<file path="src/rtl/mlp_result_scorer.sv">
// mlp_result_scorer
//   Scores MLP predictions against expected targets one sample at a time.
//   Both values are thresholded into class bits (signed, strictly greater
//   than threshold); matches are counted per epoch of SAMPLES accepts.
//   Per-epoch results are latched and a sticky converged flag is raised
//   after STREAK consecutive perfect epochs.
//
// Ports:
//   clk, rst        clock, synchronous active-high reset
//   start           pulse: (re)start scoring from epoch 0
//   threshold       signed decision threshold
//   sample_valid    prediction/expected pair present
//   sample_ready    pair accepted this cycle (high only while scoring)
//   prediction      signed MLP output
//   expected        signed target value
//   epoch_done      one-cycle pulse when epoch results become valid
//   epoch_correct   correct count of the last completed epoch
//   epoch_count     completed epochs, saturating
//   converged       sticky convergence flag
//   err_sum         summed |prediction-expected| of the last epoch
//
// Build option: define MLP_SCORER_ERR_ACC_EN to build the error accumulator;
// otherwise err_sum is tied to 0.

module mlp_result_scorer #(
  parameter int DATA_W  = 32,
  parameter int SAMPLES = 4,
  parameter int STREAK  = 3,
  parameter int EPOCH_W = 16
) (
  input  logic                                clk,
  input  logic                                rst,
  input  logic                                start,
  input  logic signed [DATA_W-1:0]            threshold,
  input  logic                                sample_valid,
  output logic                                sample_ready,
  input  logic signed [DATA_W-1:0]            prediction,
  input  logic signed [DATA_W-1:0]            expected,
  output logic                                epoch_done,
  output logic [$clog2(SAMPLES+1)-1:0]        epoch_correct,
  output logic [EPOCH_W-1:0]                  epoch_count,
  output logic                                converged,
  output logic [DATA_W+$clog2(SAMPLES):0]     err_sum
);

  localparam int CNT_W = $clog2(SAMPLES + 1);
  localparam int STR_W = $clog2(STREAK + 1);
  localparam int ERR_W = DATA_W + $clog2(SAMPLES) + 1;

  typedef enum logic [1:0] {S_IDLE, S_SCORE, S_CLOSE} state_t;

  state_t             r_state;
  logic               r_ready;
  logic               r_done;
  logic [CNT_W-1:0]   r_correct;
  logic [EPOCH_W-1:0] r_count;
  logic               r_conv;
  logic [STR_W-1:0]   r_streak;
  logic [CNT_W-1:0]   r_sample_cnt;
  logic [CNT_W-1:0]   r_run_correct;

  logic               w_accept;
  logic               w_match;
  logic               w_last;
  logic [CNT_W-1:0]   w_correct_next;
  logic               w_perfect;

  assign w_accept       = (r_state == S_SCORE) && sample_valid;
  assign w_match        = (prediction > threshold) == (expected > threshold);
  assign w_last         = w_accept && (r_sample_cnt == CNT_W'(SAMPLES - 1));
  assign w_correct_next = r_run_correct + CNT_W'(w_match);
  assign w_perfect      = (w_correct_next == CNT_W'(SAMPLES));

  // Epoch results are captured on the edge that accepts the final sample so
  // that they (and the epoch_done pulse) are visible during the CLOSE cycle.
  always_ff @(posedge clk) begin
    if (rst) begin
      r_state       <= S_IDLE;
      r_ready       <= 1'b0;
      r_done        <= 1'b0;
      r_correct     <= '0;
      r_count       <= '0;
      r_conv        <= 1'b0;
      r_streak      <= '0;
      r_sample_cnt  <= '0;
      r_run_correct <= '0;
    end else begin
      r_done <= 1'b0;
      if (start) begin
        r_state       <= S_SCORE;
        r_ready       <= 1'b1;
        r_count       <= '0;
        r_conv        <= 1'b0;
        r_streak      <= '0;
        r_sample_cnt  <= '0;
        r_run_correct <= '0;
      end else begin
        case (r_state)
          S_IDLE: begin
            r_ready <= 1'b0;
          end
          S_SCORE: begin
            if (w_last) begin
              r_state       <= S_CLOSE;
              r_ready       <= 1'b0;
              r_done        <= 1'b1;
              r_correct     <= w_correct_next;
              r_sample_cnt  <= '0;
              r_run_correct <= '0;
              if (r_count != '1) r_count <= r_count + 1'b1;
              if (w_perfect) begin
                if (r_streak != STR_W'(STREAK)) r_streak <= r_streak + 1'b1;
                if (r_streak >= STR_W'(STREAK - 1)) r_conv <= 1'b1;
              end else begin
                r_streak <= '0;
              end
            end else if (w_accept) begin
              r_sample_cnt  <= r_sample_cnt + 1'b1;
              r_run_correct <= w_correct_next;
            end
          end
          S_CLOSE: begin
            r_state <= S_SCORE;
            r_ready <= 1'b1;
          end
          default: begin
            r_state <= S_IDLE;
            r_ready <= 1'b0;
          end
        endcase
      end
    end
  end

  assign sample_ready  = r_ready;
  assign epoch_done    = r_done;
  assign epoch_correct = r_correct;
  assign epoch_count   = r_count;
  assign converged     = r_conv;

`ifdef MLP_SCORER_ERR_ACC_EN
  logic signed [DATA_W:0] w_diff;
  logic [DATA_W:0]        w_abs;
  logic [ERR_W:0]         w_sum;
  logic [ERR_W-1:0]       w_acc_next;
  logic [ERR_W-1:0]       r_err_acc;
  logic [ERR_W-1:0]       r_err_sum;

  // Difference is formed one bit wider so |a-b| never overflows.
  always_comb begin
    w_diff     = {prediction[DATA_W-1], prediction} - {expected[DATA_W-1], expected};
    w_abs      = w_diff[DATA_W] ? (~$unsigned(w_diff) + 1'b1) : $unsigned(w_diff);
    w_sum      = {1'b0, r_err_acc} + (ERR_W+1)'(w_abs);
    w_acc_next = w_sum[ERR_W] ? '1 : w_sum[ERR_W-1:0];
  end

  always_ff @(posedge clk) begin
    if (rst) begin
      r_err_acc <= '0;
      r_err_sum <= '0;
    end else if (start) begin
      r_err_acc <= '0;
    end else if (w_last) begin
      r_err_sum <= w_acc_next;
      r_err_acc <= '0;
    end else if (w_accept) begin
      r_err_acc <= w_acc_next;
    end
  end

  assign err_sum = r_err_sum;
`else
  assign err_sum = '0;
`endif

endmodule

</file>
<file path="config.mk">
export PLATFORM = sky130hd
export DESIGN_NAME = mlp_result_scorer
export DESIGN_NICKNAME = d
export VERILOG_FILES = /design/src/rtl/mlp_result_scorer.sv
export SDC_FILE = /design/constraint.sdc
export NUM_CORES = 1
export LEC_CHECK = 0
export ABC_AREA = 1
export CAP_MARGIN = 20
export CORE_MARGIN = 3
export CORE_UTILIZATION = 46
export DETAILED_ROUTE_END_ITERATION = 12
export GPL_ROUTABILITY_DRIVEN = 0
export GPL_TIMING_DRIVEN = 0
export HOLD_SLACK_MARGIN = 0.05
export PLACE_DENSITY = 0.87
export SLEW_MARGIN = 10
export SYNTH_ARGS = -nofsm -noshare
export SYNTH_HDL_FRONTEND = slang
export SYNTH_SLANG_ARGS = --single-unit
</file>
<file path="constraint.sdc">
create_clock -name clk -period 8.3 [get_ports clk]
set_input_delay 1.66 -clock clk [delete_from_list [all_inputs] [get_ports clk]]
set_output_delay 1.66 -clock clk [all_outputs]
set_load 0.01 [all_outputs]
</file>
# Word-level counts from Yosys, hierarchy flattened
# Index checks and enable logic that the tools add are counted.
[totals]
ff_bits = 32
word_cells = 57
[op_classes]
add_sub_neg = 4
n_lt_le_gt_ge = 3
n_eq_ne = 11
muxes = 13
bitwise_logic = 3
reduce_logical = 13
[ops]
columns = ["op", "count"]
rows = [
  ["32-bit greater-than comparator", 2],
  ["16-bit by 1-bit adder with 16-bit output, second input constant", 1],
  ["16-bit inequality test, second input constant", 1],
  ["3-bit 2-to-1 mux", 4],
  ["3-bit AND reduction", 3],
  ["2-bit 2-to-1 mux", 3],
  ["2-bit inequality test, second input constant", 3],
  ["2-bit case mux with 3 select lines", 1],
  ["2-bit AND reduction", 3],
  ["1-bit 2-to-1 mux", 4],
  ["4-bit AND reduction", 1],
  ["3-bit by 1-bit adder with 3-bit output", 1],
  ["3-bit by 1-bit adder with 3-bit output, second input constant", 1],
  ["3-bit by 2-bit equality test with 1-bit output, second input constant", 1],
  ["3-bit equality test, second input constant", 1],
  ["3-bit inequality test, second input constant", 1],
  ["1-bit inverter", 3],
  ["3-bit OR reduction", 1],
  ["2-bit by 1-bit adder with 2-bit output, second input constant", 1],
  ["2-bit by 1-bit equality test with 1-bit output, second input constant", 1],
  ["2-bit equality test, second input constant", 1],
  ["2-bit >= comparator, second input constant", 1],
  ["1-bit logical AND", 2],
  ["2-bit zero test", 1],
  ["5 further kinds", 5],
]

# Logic depth before layout (Yosys ltp)
[logic_depth]
depth_word = 6
mapped_depth = 26
mapped_depth_nobuf = 26

# Worst setup path after synthesis
# No wires, ideal clock.
[synth_timing]
path_type = "input port to flip-flop"
start = "in threshold[31]"
end = "reg r_streak[1]"
setup_time_ns = 0.130
t_arrival_ns = 3.901
required_time_ns = 8.170
path_slack_ns = 4.269
cell_stages = 17
n_path_buf = 0
path_cell_list = "inv_1 > ha_1 > nand2_1 > nor2_2 > nand2_2 > nor4_4 > nand2_2 > a21oi_1 > nor2_1 > nand2_1 > nand2_1 > ha_1 > ha_1 > nor3_1 > a21oi_2 > o21ai_0 > nor2_1"
[synth_via]
elab_chain_len = 6
[synth_lines]
columns = ["element", "line", "rtl"]
rows = [
  ["from (decl)", "34", "input logic signed [DATA_W-1:0] threshold,"],
  ["32-bit greater-than comparator", "69", "assign w_match = (prediction > threshold) == (expected > threshold);"],
  ["1-bit equality test *", "69", ""],
  ["3-bit by 1-bit adder with 3-bit output *", "71", "assign w_correct_next = r_run_correct + CNT_W'(w_match);"],
  ["via w_correct_next[1]", "65", "logic [CNT_W-1:0] w_correct_next;"],
  ["3-bit equality test *", "72", "assign w_perfect = (w_correct_next == CNT_W'(SAMPLES));"],
  ["2-bit by 1-bit inequality test with 1-bit output (no line)", "-", ""],
  ["3-bit AND reduction (no line)", "-", ""],
  ["to (signal assigned)", "112", "if (r_streak != STR_W'(STREAK)) r_streak <= r_streak + 1'b1;"],
  ["to (decl)", "58", "logic [STR_W-1:0] r_streak;"],
]
# The timed path passes the listed nets; every way through them passes the cells marked *.
# A chain may end at the register's enable or synchronous reset.

# Worst setup path in the final report
# Ends and elaborated chain as after synthesis.

==> out/results.ini <==
[clocking]
insertion_delay_ns=0.29
clock_tree.buffer_depth=2
cts_tree=done
cts-buffers-inserted=5
numClockSinks=32
htree_levels=2
ctsHoldBuffers=0
post_cts_resized=0
post_cts_buffers=0
path_clk_slew_ns=0.06
clock-root-buffer=clkbuf_8

[routing]
firstDrtPassIters=4
finalWirelength_um=9238
avgViaCountPerCell=4.819
ant_nets=0
drc=0
wl_per_cell_um=12.32
vias=3614
drt_iter0_drc=118

[sta]
holdWs_ns=0.4645
fin_tns_setup_ns=0
hold_viol=0
setup_ws_ns=3.593
max_freq_ghz=0.2124
post-route-min-period_ns=4.707
setup_violations=0
fin_skew_ns=0.008703
slew_violations=0
grt_setup_unrepaired=false
finalCritPeriodShare_pct=56.71

[synth]
synthTopCellsByArea=ha_1 26%, dfxtp_1 18%, nand2_1 10%
synth_cells=489
syn_area_mm2=0.003482
synth_edf_count=0
synth_warnings=0
async_reset_ff_share_pct=0
ys_ff_latch=32
synth.distinct_cells=39
yosysTopAreaCell=ha_1
ys.flop_type=dfxtp_1
synth_common_cells=94 x nand2_1, 71 x ha_1, 70 x inv_1
yosysMostFrequentCell=nand2_1
avgSynthCellArea_um2=7.121
seq_area_frac_synth_pct=18.40
yosysTopAreaCellShare_pct=25.51

[floorplanning]
core_mm2=0.007292
start_util_pct=47.75
dieWidth_um=93.01
rows=31
dieHeight_um=93.01
die_area_mm2=0.008650
pin_count=157

[placed_design]
dpl-instance-area_mm2=0.004945
dp_hpwl_um=8087
portBuffers=121
place_ws_ns=3.389

[layout]
drive_above_1_share_pct=10.60
fillerInstances=595
regArea_um2=640.6
multi_input_area_mm2=0.002417
area_growth_pct=44.77
nNetsFinal=822
diodes=0
fin_area_mm2=0.005041

[setup_path]
path_max_fanout=5
crit_chain=clkdlybuf4s50_1 -> inv_1 -> ha_1 -> nand2_1 -> nor2_2 -> nand2_2 -> nor4_4 -> nand4_1 -> nand2_1 -> nor2_1 -> nand2_1 -> nand2_1 -> ha_1 -> ha_1 -> nor3_1 -> inv_1 -> o21ai_0 -> o21ai_0 -> nor2_1
cp-end-kind=register
path_class=input pin to register
cp.arrival_ns=4.92
r2r_setup_slack_ns=6.47
r2r-start=r_sample_cnt[0]
reg2reg_depth=9
crit_path_start_kind=input pin
worst-path-buf-inv=3
crit_top_cell=nand2_1
cp.required_ns=8.51
cp_slowest_stage_delay_ns=0.46
critical-path-top-delay-family=simple AND/OR/NAND/NOR gates
timing.rr.end=epoch_count[9]
crit_path_top_delay_cell=clkdlybuf4s50_1

[power]
power_mw=0.4465
switching_power_mw=0.1295
cellPowerDensity_mw_per_mm2=88.58
power_frac_clock_pct=28.8
irDropWorstVdd_v=0.00004752
p_leak_nw=2.480
sequentialPowerShare_pct=34.8
combinationalPowerShare_pct=36.4
p_int_mw=0.3170
switching_share_pct=29.00

[global_routing]
grt_util_all_layers_pct=21.79
grt_pass1_vias=3619
grt_antenna_before_repair=0
grt_pass1_wl_um=15570
grt_max_degree=11
grt_remaining_overflow=0

[min_path]
worstHoldEndpoint=r_sample_cnt[2]
min-delay-start=r_sample_cnt[2]
worstHoldPathType=register to register
min_path_cells=2

[flow_run]
cap_viol_max_count=0

[outcome]
status=complete, no violations

==> area by class of cell <==
cell class                 instances  area share, %
multi-input combinational        380          47.95
timing repair buffer             121          24.03
sequential                        32          12.71
inverter                          74          5.560
buffer                            37          5.386
tap                               99          2.457
clock buffer                       7          1.911
==> worst max-delay path by stage <==
stage                             end          start  slack (ns)  cells after the start
after floorplan           r_streak[1]  threshold[31]        4.27                     17
after global placement    r_streak[1]  threshold[31]        3.55                     18
after detailed placement  r_streak[1]  threshold[31]        3.39                     19
after CTS                 r_streak[1]  threshold[31]        3.63                     19
after global routing      r_streak[1]  threshold[31]        3.33                     20
final                     r_streak[1]  threshold[31]        3.59                     19
==> tightest hold or removal path, cell delays in order, from the launching register on <==
cell and delay [ns]:
dfxtp_1 0.30, inv_1 0.06, a21oi_1 0.06
==> sequential cells by signal (all words and copies together), names as in the netlist <==
name / count
sample_ready: 1
r_sample_cnt: 3
epoch_correct: 3
r_streak: 2
r_run_correct: 3
epoch_count: 16
r_state: 2
converged: 1
epoch_done: 1
==> placed cells by master (no fill, tap or decap), types with 2 or more instances in the layout <==
cell / n
conb_1: 35
nand3_1: 12
a211oi_1: 2
a21o_1: 2
nor2_2: 2
nand2_4: 2
nand4_1: 9
dfxtp_1: 32
a21oi_2: 3
ha_1: 71
nor2_1: 37
clkbuf_8: 7
nor4_4: 2
nand2_1: 94
nor2_4: 2
buf_4: 35
o21ai_0: 18
inv_1: 70
o21a_1: 5
xnor2_1: 2
clkdlybuf4s50_1: 121
xor2_1: 2
o21ai_1: 8
a21oi_1: 48
nand2_2: 5
inv_2: 3
nor3_1: 8
==> power by group through the flow <==
| stage | clock [mW] | sequential (mW) | combinational [mW] |
|---|---|---|---|
| floorplan | 0 | 0.159 | 0.0911 |
| global placement | 0 | 0.159 | 0.153 |
| detailed placement | 0 | 0.159 | 0.161 |
| CTS | 0.132 | 0.155 | 0.162 |
| global route | 0.137 | 0.155 | 0.184 |
| finish | 0.129 | 0.155 | 0.162 |
==> stage by stage <==
step           utilization [%]  std cells
2_1_floorplan                -        523
3_3_place_gp             67.81        743
3_5_place_dp             67.81        743
4_1_cts                  69.13        750
5_1_grt                  69.13        750
6_report                 69.13        750
==> metal layers <==
layer	up-vias	part of all wire (%)	track usage, %	wire (um)
met5	-	0	0	0
met4	0	3.4	7.937	310
met3	25	7.1	5.229	657
met2	142	51	40.73	4740
met1	1581	38	23.64	3529
li1	1866	-	-	-
==> cell families (layout without fill, tap and decap cells) <==
kind of cell,count (synthesis),after routing,synth area share (%)
AND/OR/NAND/NOR,181,181,25.12
adder cells (fa/ha/maj),71,71,25.51
flip-flops,32,32,18.40
other,1,35,0.1077
XOR/XNOR,4,4,1.006
buffers and inverters,111,239,15.85
AO/OA/AOI/OAI,89,89,14.01
No activity file was read; power rests on OpenSTA's default activity.
